==> src/rtl/ring_arb_pkg.sv <==
// Shared definitions for the ring round-robin arbiter: FSM encodings and
// one-hot helpers sized for up to MAXN requesters.
package ring_arb_pkg;

  localparam int MAXN = 64;

  localparam logic [0:0] IDLE = 1'b0;
  localparam logic [0:0] BUSY = 1'b1;

  typedef logic [MAXN-1:0] vec_t;

  // One-hot to binary; OR of set-bit indices, exact for one-hot input.
  function automatic int unsigned oh2bin(input vec_t v);
    int unsigned b;
    b = 0;
    for (int i = 0; i < MAXN; i++)
      if (v[i]) b = b | unsigned'(i);
    return b;
  endfunction

  // Rotate left by one within the low n bits.
  function automatic vec_t rotl1(input vec_t v, input int n);
    vec_t r;
    vec_t mask;
    mask = (vec_t'(1) << n) - vec_t'(1);
    r    = (v << 1) | (v >> (n - 1));
    return r & mask;
  endfunction

endpackage

==> src/rtl/ring_rr_arbiter_if.sv <==
// Request/grant bundle between requester agents and the ring arbiter.
interface ring_rr_arbiter_if #(
  parameter int N        = 4,
  parameter int MAX_HOLD = 8
);
  localparam int HW = $clog2(MAX_HOLD + 1);
  localparam int IW = $clog2(N);

  logic [N-1:0]  req;
  logic [N-1:0]  grant;
  logic          grant_valid;
  logic [IW-1:0] grant_idx;
  logic [HW-1:0] hold_cnt;

  modport master (
    output req,
    input  grant, grant_valid, grant_idx, hold_cnt
  );

  modport slave (
    input  req,
    output grant, grant_valid, grant_idx, hold_cnt
  );
endinterface

==> src/rtl/ring_ptr.sv <==
// One-hot ring pointer; reset to bit 0, loads the position after the owner.
module ring_ptr
  import ring_arb_pkg::*;
#(
  parameter int N = 4
) (
  input  logic         clk,
  input  logic         reset,
  input  logic         load,
  input  logic [N-1:0] owner,
  output logic [N-1:0] ptr
);

  always_ff @(posedge clk) begin
    if (reset)     ptr <= N'(1);
    else if (load) ptr <= N'(rotl1(vec_t'(owner), N));
  end

endmodule

==> src/rtl/ring_rr_arbiter.sv <==
// Round-robin arbiter with one-hot ring priority and a per-grant burst limit.
module ring_rr_arbiter
  import ring_arb_pkg::*;
#(
  parameter  int N        = 4,
  parameter  int MAX_HOLD = 8,
  localparam int HW       = $clog2(MAX_HOLD + 1),
  localparam int IW       = $clog2(N)
) (
  input  logic clk,
  input  logic reset,
  ring_rr_arbiter_if.slave bus
);

  logic [0:0]   state;
  logic [N-1:0] ptr;
  logic [N-1:0] rot;
  logic [N-1:0] arb_ptr;
  logic [N-1:0] masked;
  logic [N-1:0] winner;
  logic         keep;
  logic         rel;

  assign keep = (state == BUSY) && (|(bus.req & bus.grant))
              && (bus.hold_cnt < HW'(MAX_HOLD));
  assign rel  = (state == BUSY) && !keep;

  // On release the departing owner drops to lowest priority in this same edge.
  assign rot     = N'(rotl1(vec_t'(bus.grant), N));
  assign arb_ptr = rel ? rot : ptr;

  // Circular first-set from arb_ptr: try bits at/above the pointer, else wrap.
  always_comb begin
    masked = bus.req & ~(arb_ptr - N'(1));
    winner = '0;
    if (|masked) winner = masked & (~masked + N'(1));
    else         winner = bus.req & (~bus.req + N'(1));
  end

  ring_ptr #(.N(N)) u_ptr (
    .clk   (clk),
    .reset (reset),
    .load  (rel),
    .owner (bus.grant),
    .ptr   (ptr)
  );

  always_ff @(posedge clk) begin
    if (reset) begin
      state           <= IDLE;
      bus.grant       <= '0;
      bus.grant_valid <= 1'b0;
      bus.grant_idx   <= '0;
      bus.hold_cnt    <= '0;
    end else if (keep) begin
      bus.hold_cnt <= bus.hold_cnt + HW'(1);
    end else begin
      state           <= (|winner) ? BUSY : IDLE;
      bus.grant       <= winner;
      bus.grant_valid <= |winner;
      bus.grant_idx   <= IW'(oh2bin(vec_t'(winner)));
      bus.hold_cnt    <= (|winner) ? HW'(1) : '0;
    end
  end

endmodule

==> src/flat_wrapper.sv <==
// flat-port wrapper written by rule: the top's interface ports become plain ports
module ring_rr_arbiter_flat import ring_arb_pkg::*;
#(
  parameter  int N        = 4,
  parameter  int MAX_HOLD = 8,
  localparam int HW       = $clog2(MAX_HOLD + 1),
  localparam int IW       = $clog2(N)
)
  (clk, reset, bus_req, bus_grant, bus_grant_valid, bus_grant_idx, bus_hold_cnt);
  ring_rr_arbiter_if #(.N(N), .MAX_HOLD(MAX_HOLD)) bus_i ();
  input  logic clk;
  input  logic reset;
  input wire logic [$bits(bus_i.req)-1:0] bus_req;
  output wire logic [$bits(bus_i.grant)-1:0] bus_grant;
  output wire logic [$bits(bus_i.grant_valid)-1:0] bus_grant_valid;
  output wire logic [$bits(bus_i.grant_idx)-1:0] bus_grant_idx;
  output wire logic [$bits(bus_i.hold_cnt)-1:0] bus_hold_cnt;
  assign bus_i.req = bus_req;
  assign bus_grant = bus_i.grant;
  assign bus_grant_valid = bus_i.grant_valid;
  assign bus_grant_idx = bus_i.grant_idx;
  assign bus_hold_cnt = bus_i.hold_cnt;
  ring_rr_arbiter #(.N(N), .MAX_HOLD(MAX_HOLD)) u_core (.clk(clk), .reset(reset), .bus(bus_i));
endmodule
==> config.mk <==
export PLATFORM = sky130hd
export DESIGN_NAME = ring_rr_arbiter_flat
export DESIGN_NICKNAME = d
export VERILOG_FILES = /design/src/rtl/ring_arb_pkg.sv /design/src/rtl/ring_rr_arbiter_if.sv /design/src/rtl/ring_ptr.sv /design/src/rtl/ring_rr_arbiter.sv /design/src/flat_wrapper.sv
export SDC_FILE = /design/constraint.sdc
export NUM_CORES = 1
export LEC_CHECK = 0
export ABC_AREA = 1
export CORE_MARGIN = 3
export CORE_UTILIZATION = 39
export DETAILED_ROUTE_END_ITERATION = 10
export PLACE_DENSITY = 0.7
export RECOVER_POWER = 50
export SYNTH_ARGS = -nofsm -noshare
export SYNTH_HDL_FRONTEND = slang
export SYNTH_SLANG_ARGS = --single-unit
==> constraint.sdc <==
create_clock -name clk -period 2.4 [get_ports clk]
set_input_delay 0.72 -clock clk [delete_from_list [all_inputs] [get_ports clk]]
set_output_delay 0.72 -clock clk [all_outputs]
set_load 0.1 [all_outputs]
==> results of run 1 <==
## metal layers
metal	vias up	GRT usage (%)
li1	460	-
met1	415	23.04
met2	29	30.75
met3	2	3.989
met4	0	5.957
met5	-	0
## worst min path at each step
| stage | startpoint | end | slack (ns) | cells after the start |
|---|---|---|---|---|
| finish | u_core.bus.grant_idx[1] | u_core.bus.grant_idx[1] | 0.49 | 2 |
| global route | u_core.bus.hold_cnt[1] | u_core.bus.hold_cnt[3] | 0.54 | 2 |
| CTS | u_core.bus.hold_cnt[1] | u_core.bus.hold_cnt[3] | 0.51 | 2 |
| detailed placement | u_core.bus.grant_idx[1] | u_core.bus.grant_idx[1] | 0.48 | 2 |
| global placement | u_core.bus.hold_cnt[1] | u_core.bus.hold_cnt[3] | 0.47 | 2 |
| floorplan | u_core.u_ptr.ptr[3] | u_core.u_ptr.ptr[3] | 0.52 | 4 |
## layout make-up
class | count | area (sq um) | share of cell area (%)
Clock buffer | 4 | 26.28 | 2.136
Inverter | 17 | 63.81 | 5.188
Multi-Input combinational cell | 85 | 533.0 | 43.34
Sequential cell | 15 | 301.5 | 24.52
Tap cell | 27 | 33.78 | 2.747
Timing Repair Buffer | 37 | 271.5 | 22.08
## logic make-up after synthesis
family          share of synthesized area [%]
compound gates                          7.669
xor+xnor                                1.053
fa+ha+maj                               1.504
buf+inv                                 9.021
flops                                   36.09
simple gates                            44.66
## worst reg2reg max path: stages, from the launching register on
cell and delay [ns]:
dfxtp_2 0.51, inv_2 0.08, nor2_4 0.11, o21ai_4 0.10, buf_6 0.14, nand3_1 0.10
nand2_4 0.08, nor2_4 0.14, nor2_4 0.05, nor2_4 0.13, buf_4 0.12, a21oi_2 0.03
nor2_1 0.21, a21oi_1 0.06, o21ai_1 0.08
## registers in the layout (all words and copies together), names as in the netlist
name,count
u_core.bus.grant,4
u_core.bus.hold_cnt,4
u_core.u_ptr.ptr,4
u_core.bus.grant_idx,2
u_core.state,1
## synthesized netlist by cell type, drive strengths merged
cell    number  share of area (%)
a21oi        3                2.3
buf          1               0.90
clkbuf       1               0.45
clkinv       1               0.45
dfxtp       15                 36
ha           1                1.5
inv         16                7.2
nand2       38                 20
nand3       16                 11
nand4        2                1.5
nor2        16                 11
nor3         1               0.60
o21ai        3                3.2
o22ai        3                2.3
or2          1               0.75
xnor2        1                1.1
## per-stage QoR
step / hold slack [ns] / utilization [%] / setup slack (ns) / setup TNS (ns)
detailed placement: 0.4818 / 55.93 / -0.4723 / -3.189
global route: 0.5433 / 62.06 / -0.02026 / -0.02667
finish: 0.4929 / 62.06 / 0.1130 / 0
CTS: 0.5058 / 60.10 / 0.09144 / 0
floorplan: 0.5180 / - / 0.03070 / 0
global placement: 0.4716 / 55.93 / -0.4176 / -2.739
## repair_timing
action | in CTS | in global routing
resized for setup | 18 | 11
setup endpoints to repair | 7 | 4
pin swaps | 6 | 7
setup buffers | 1 | 4
==> summary.md, run 1 <==
| Metric | Value |
|---|---|
| Critical-path cell list | `dlygate4sd2_1 -> nand2_1 -> nand2_2 -> o21ai_4 -> buf_4 -> nand3_1 -> nand2_2 -> nand3_2 -> nand2_2 -> nor2_4 -> buf_4 -> a21oi_2 -> nor2_1 -> a21oi_2 -> nand3_1` |
| Port buffer count | `16` |
| Yosys warns | `0` |
| Seq/Total Area, Yosys | `36.09%` |
| Synth cell types | `25` |
| Largest net degree at the start of global routing | `10` |
| Least-Margin Pin Slew | `0.5416 ns` |
| Most common cell on crit path | `nand2_2` |
| Drt pass-1 iters | `4` |
| Final hold violation count | `0` |
| Slew Limit Fails | `0` |
| Final period util | `95.29%` |
| WL met3 | `159 um` |
| CP bufs+invs | `3` |
| Mapped Avg Cell Area | `6.992 sq um` |
| Placeable Area | `1982 sq um` |
| Residual DRC | `0` |
| WL/cell | `12.64 um` |
| Delay of the slowest critical-path stage | `0.25 ns` |
| Post-Synthesis Cells | `119` |
| Global placement routability congestion | `0.8900` |
| Num CTS Buffers | `3` |
| # fillers | `170` |
| Diode count | `0` |
| R2R depth | `14` |
| # IOs | `17` |
| Total GRT Usage | `18.28%` |
| Commonest non-fill, non-tap cell in the layout | `buf_4` |
| Die height | `52.19 um` |
| Data arrival time of the critical path | `2.46 ns` |
| Placed cell count | `176` |
| Reg2reg end | `u_core.bus.grant_idx[1]` |
| Setup Viol. Count Final | `0` |
| Netlist Area Pre-Place | `832.0 sq um` |
| Worst hold path class | `reg -> reg` |
| H-tree level count | `1` |
| Worst-Skew Late Latency | `0.28 ns` |
| Max Used Layer | `met4` |
| Antenna violations before repair | `0` |
| Syn nets | `126` |
| Initial Utilization | `41.98%` |
| Slowest cell on crit path | `dlygate4sd2_1` |
| Post-Layout Inst Area | `1230 sq um` |
| DR vias | `906` |
| Critical Path Start | `bus_req[2]` |
| Total gr overflow | `0` |
| Area delta synth->final | `47.82%` |
| Clock tree sinks | `15` |
| Metal-1 WL | `1.019 mm` |
| Max-Cap Viols | `0` |
| Startpoint type of the worst setup path | `input pin` |
| WL final | `2.339 mm` |
| CP Class | `in -> reg` |
| Total die area | `2724 sq um` |
| Status | `finished, final reports clean` |
| Share of cells above drive strength 1 | `44.94%` |
| Die X | `52.19 um` |
| Setup crit end kind | `flop` |
| Req. time, crit path | `2.57 ns` |
| # rows | `16` |
| Crit path max-delay family | `simple AND/OR/NAND/NOR gates` |
| Most frequent cells in the layout | `buf_4, nand2_1, inv_1` |
| Vias per cell | `4.897` |
| Final Skew | `0.006095 ns` |
| F_max | `437.3 MHz` |
| DRT iter0 DRCs | `22` |
| Vias in the first global route | `825` |
| Nets | `166` |
| DR WL met2 | `1.151 mm` |
| Slew headroom | `64.05%` |
| Post-Layout Cell Count | `185` |
| CTS tree | `yes` |
| Remaining antenna violation count after routing | `0` |
| Stages on the worst setup path | `15` |
| Clk slew on worst S/H paths | `0.09 ns` |
| Clock Path Buffers | `2` |
| Clock root buffer master | `clkbuf_4` |
| Critical path peak fanout | `4` |
| Number of synthesized register bits | `15` |
| Tmin final | `2.287 ns` |
| R2R Path Start | `u_core.state` |
| Last element of the critical path | `u_core.state` |
| Hold_buf cts | `0` |
| Placed cell area | `1109 sq um` |
| First-pass GRT wire length | `3.677 mm` |
| Hpwl dp | `1.661 mm` |
| Reg2reg setup slack | `0.40 ns` |
Power of run 1 is left out: the tool's default activity adds up to more than one toggle a clock period on the data nets, which glitch-free logic cannot reach.
==> run 2, diff against run 1 <==
--- a/config.mk
+++ b/config.mk
@@ -8,6 +8,7 @@
 export ABC_AREA = 1
 export CORE_MARGIN = 3
 export CORE_UTILIZATION = 39
+export CTS_CLUSTER_DIAMETER = 40
 export DETAILED_ROUTE_END_ITERATION = 10
 export PLACE_DENSITY = 0.7
 export RECOVER_POWER = 50
==> results of run 2 <==
Same layout as run 1: the final DEF is identical, and so are final timing and power.
Power of run 2 is left out for the same reason.
==> RTL change (flow settings as in run 1) <==
`MAX_HOLD` is set to 8 in 3 places; all go to 16.
--- a/src/rtl/ring_rr_arbiter_if.sv
+++ b/src/rtl/ring_rr_arbiter_if.sv
@@ -1,7 +1,7 @@
 // Request/grant bundle between requester agents and the ring arbiter.
 interface ring_rr_arbiter_if #(
   parameter int N        = 4,
-  parameter int MAX_HOLD = 8
+  parameter int MAX_HOLD = 16
 );
   localparam int HW = $clog2(MAX_HOLD + 1);
   localparam int IW = $clog2(N);
--- a/src/rtl/ring_rr_arbiter.sv
+++ b/src/rtl/ring_rr_arbiter.sv
@@ -3,7 +3,7 @@
   import ring_arb_pkg::*;
 #(
   parameter  int N        = 4,
-  parameter  int MAX_HOLD = 8,
+  parameter  int MAX_HOLD = 16,
   localparam int HW       = $clog2(MAX_HOLD + 1),
   localparam int IW       = $clog2(N)
 ) (
--- a/src/flat_wrapper.sv
+++ b/src/flat_wrapper.sv
@@ -2,7 +2,7 @@
 module ring_rr_arbiter_flat import ring_arb_pkg::*;
 #(
   parameter  int N        = 4,
-  parameter  int MAX_HOLD = 8,
+  parameter  int MAX_HOLD = 16,
   localparam int HW       = $clog2(MAX_HOLD + 1),
   localparam int IW       = $clog2(N)
 )
Ports: changed (resized bus_hold_cnt); port bits go from 17 to 18. No check against the original RTL was run, so the function may have changed too.
==> RTL change against run 1 <==
  * Setup slack improved by 0.18 ns
  * Sequential cell count increased by 1
  * Synthesized area shrank 0.60%
  * Via count did not move
  * Routed wire length shrank 2.9%
  * Design area down 4.3%
Power is not shown: default switching activity piles up to over one toggle a cycle in this logic, so the estimate is an artifact.
==> RTL change: results (changes against run 1) <==
stage	metric	value	unit	change
run_status	status	completed		
sta	layout_setup_ws	0.289	ns	+0.176 ns
layout	fillers	188		+11%
yosys	ys_seq_area_share	38.7	%	+2.6 points
critical_path	reg2reg_to	u_core.bus.hold_cnt[0]$_SDFF_PP0_		
layout	drive_gt1_share	34.0	%	-11 points
detailed_routing	avgRoutedWirePerCell	12.4	um	-1.8%
layout	fin_cells	183		-1.1%
critical_path	path_max_fanout	6		+2
critical_path	slowest_delay	0.20	ns	-0.05 ns
yosys	synth_area_leaders	dfxtp_1 (39%), nand2_1 (18%), nand3_1 (8.5%)		
critical_path	cpMaxStageDelayCell	nand2_1		
detailed_routing	drt_iter0_markers	19		-14%
place	place_area	1060	um^2	-4.5%
place	dp_hpwl	1570	um	-5.6%
yosys	synthCells	126		+5.9%
floorplan	start_util	41.7	%	-0.25 points
critical_path	crit_path_end	u_core.bus.grant[0]$_SDFFE_PP0N_		
global_route	grt_pass1_vias	759		-8.0%
global_route	grt_pass1_wl	3270	um	-11%
place	pre_cts_ws	-0.279	ns	+0.193 ns
critical_path	crit_arrival	2.27	ns	-0.19 ns
place	port_buffers	17		+1
sta	clock_skew	0.00916	ns	+0.00307 ns
yosys	ys_types	19		-24%
critical_path	worst-r2r-cell-count	15		+1
## RTL change: kinds of logic (layout without fill, tap and decap cells)
kind of cell	Yosys count	after routing	share of synthesized area, %
AO/OA/AOI/OAI	6	6	4.39
adder cells (fa/ha/maj)	1	1	1.51
AND/OR/NAND/NOR	80	80	42.5
flip-flops	16	16	38.7
XOR/XNOR	1	1	1.06
buffers and inverters	22	52	11.8
## RTL change: worst min path at each step
stage	startpoint	cells past startpoint	endpoint
final	u_core.bus.grant_idx[1]$_SDFFE_PP0N_	2	u_core.bus.grant_idx[1]$_SDFFE_PP0N_
after global placement	u_core.bus.grant_idx[1]$_SDFFE_PP0N_	2	u_core.bus.grant_idx[1]$_SDFFE_PP0N_
after CTS	u_core.bus.hold_cnt[3]$_SDFF_PP0_	2	u_core.bus.hold_cnt[4]$_SDFF_PP0_
after global routing	u_core.bus.hold_cnt[3]$_SDFF_PP0_	2	u_core.bus.hold_cnt[4]$_SDFF_PP0_
after detailed placement	u_core.bus.hold_cnt[3]$_SDFF_PP0_	2	u_core.bus.hold_cnt[4]$_SDFF_PP0_
after floorplan	u_core.u_ptr.ptr[3]$_SDFF_PP0_	4	u_core.u_ptr.ptr[3]$_SDFF_PP0_
## RTL change: cell type report
class                           instances  area [um^2]  share of cell area, %
Sequential cell                        16          322                   27.3
Clock buffer                            4         36.3                   3.08
Multi-Input combinational cell         88          492                   41.8
Tap cell                               27         33.8                   2.87
Timing Repair Buffer                   29          223                   18.9
Inverter                               19         71.3                   6.06
## RTL change: timing repair
action                                  in CTS  in global routing
endpoints found under the setup margin       0                  8
resized for setup                            0                 28
buffers inserted                             0                  1
## RTL change: metal layers
layer / part of all wire (%) / global-route usage (%)
met5: 0 / 0
met1: 44 / 21.7
met2: 47 / 23.6
met3: 5.7 / 4.01
met4: 2.9 / 10.5
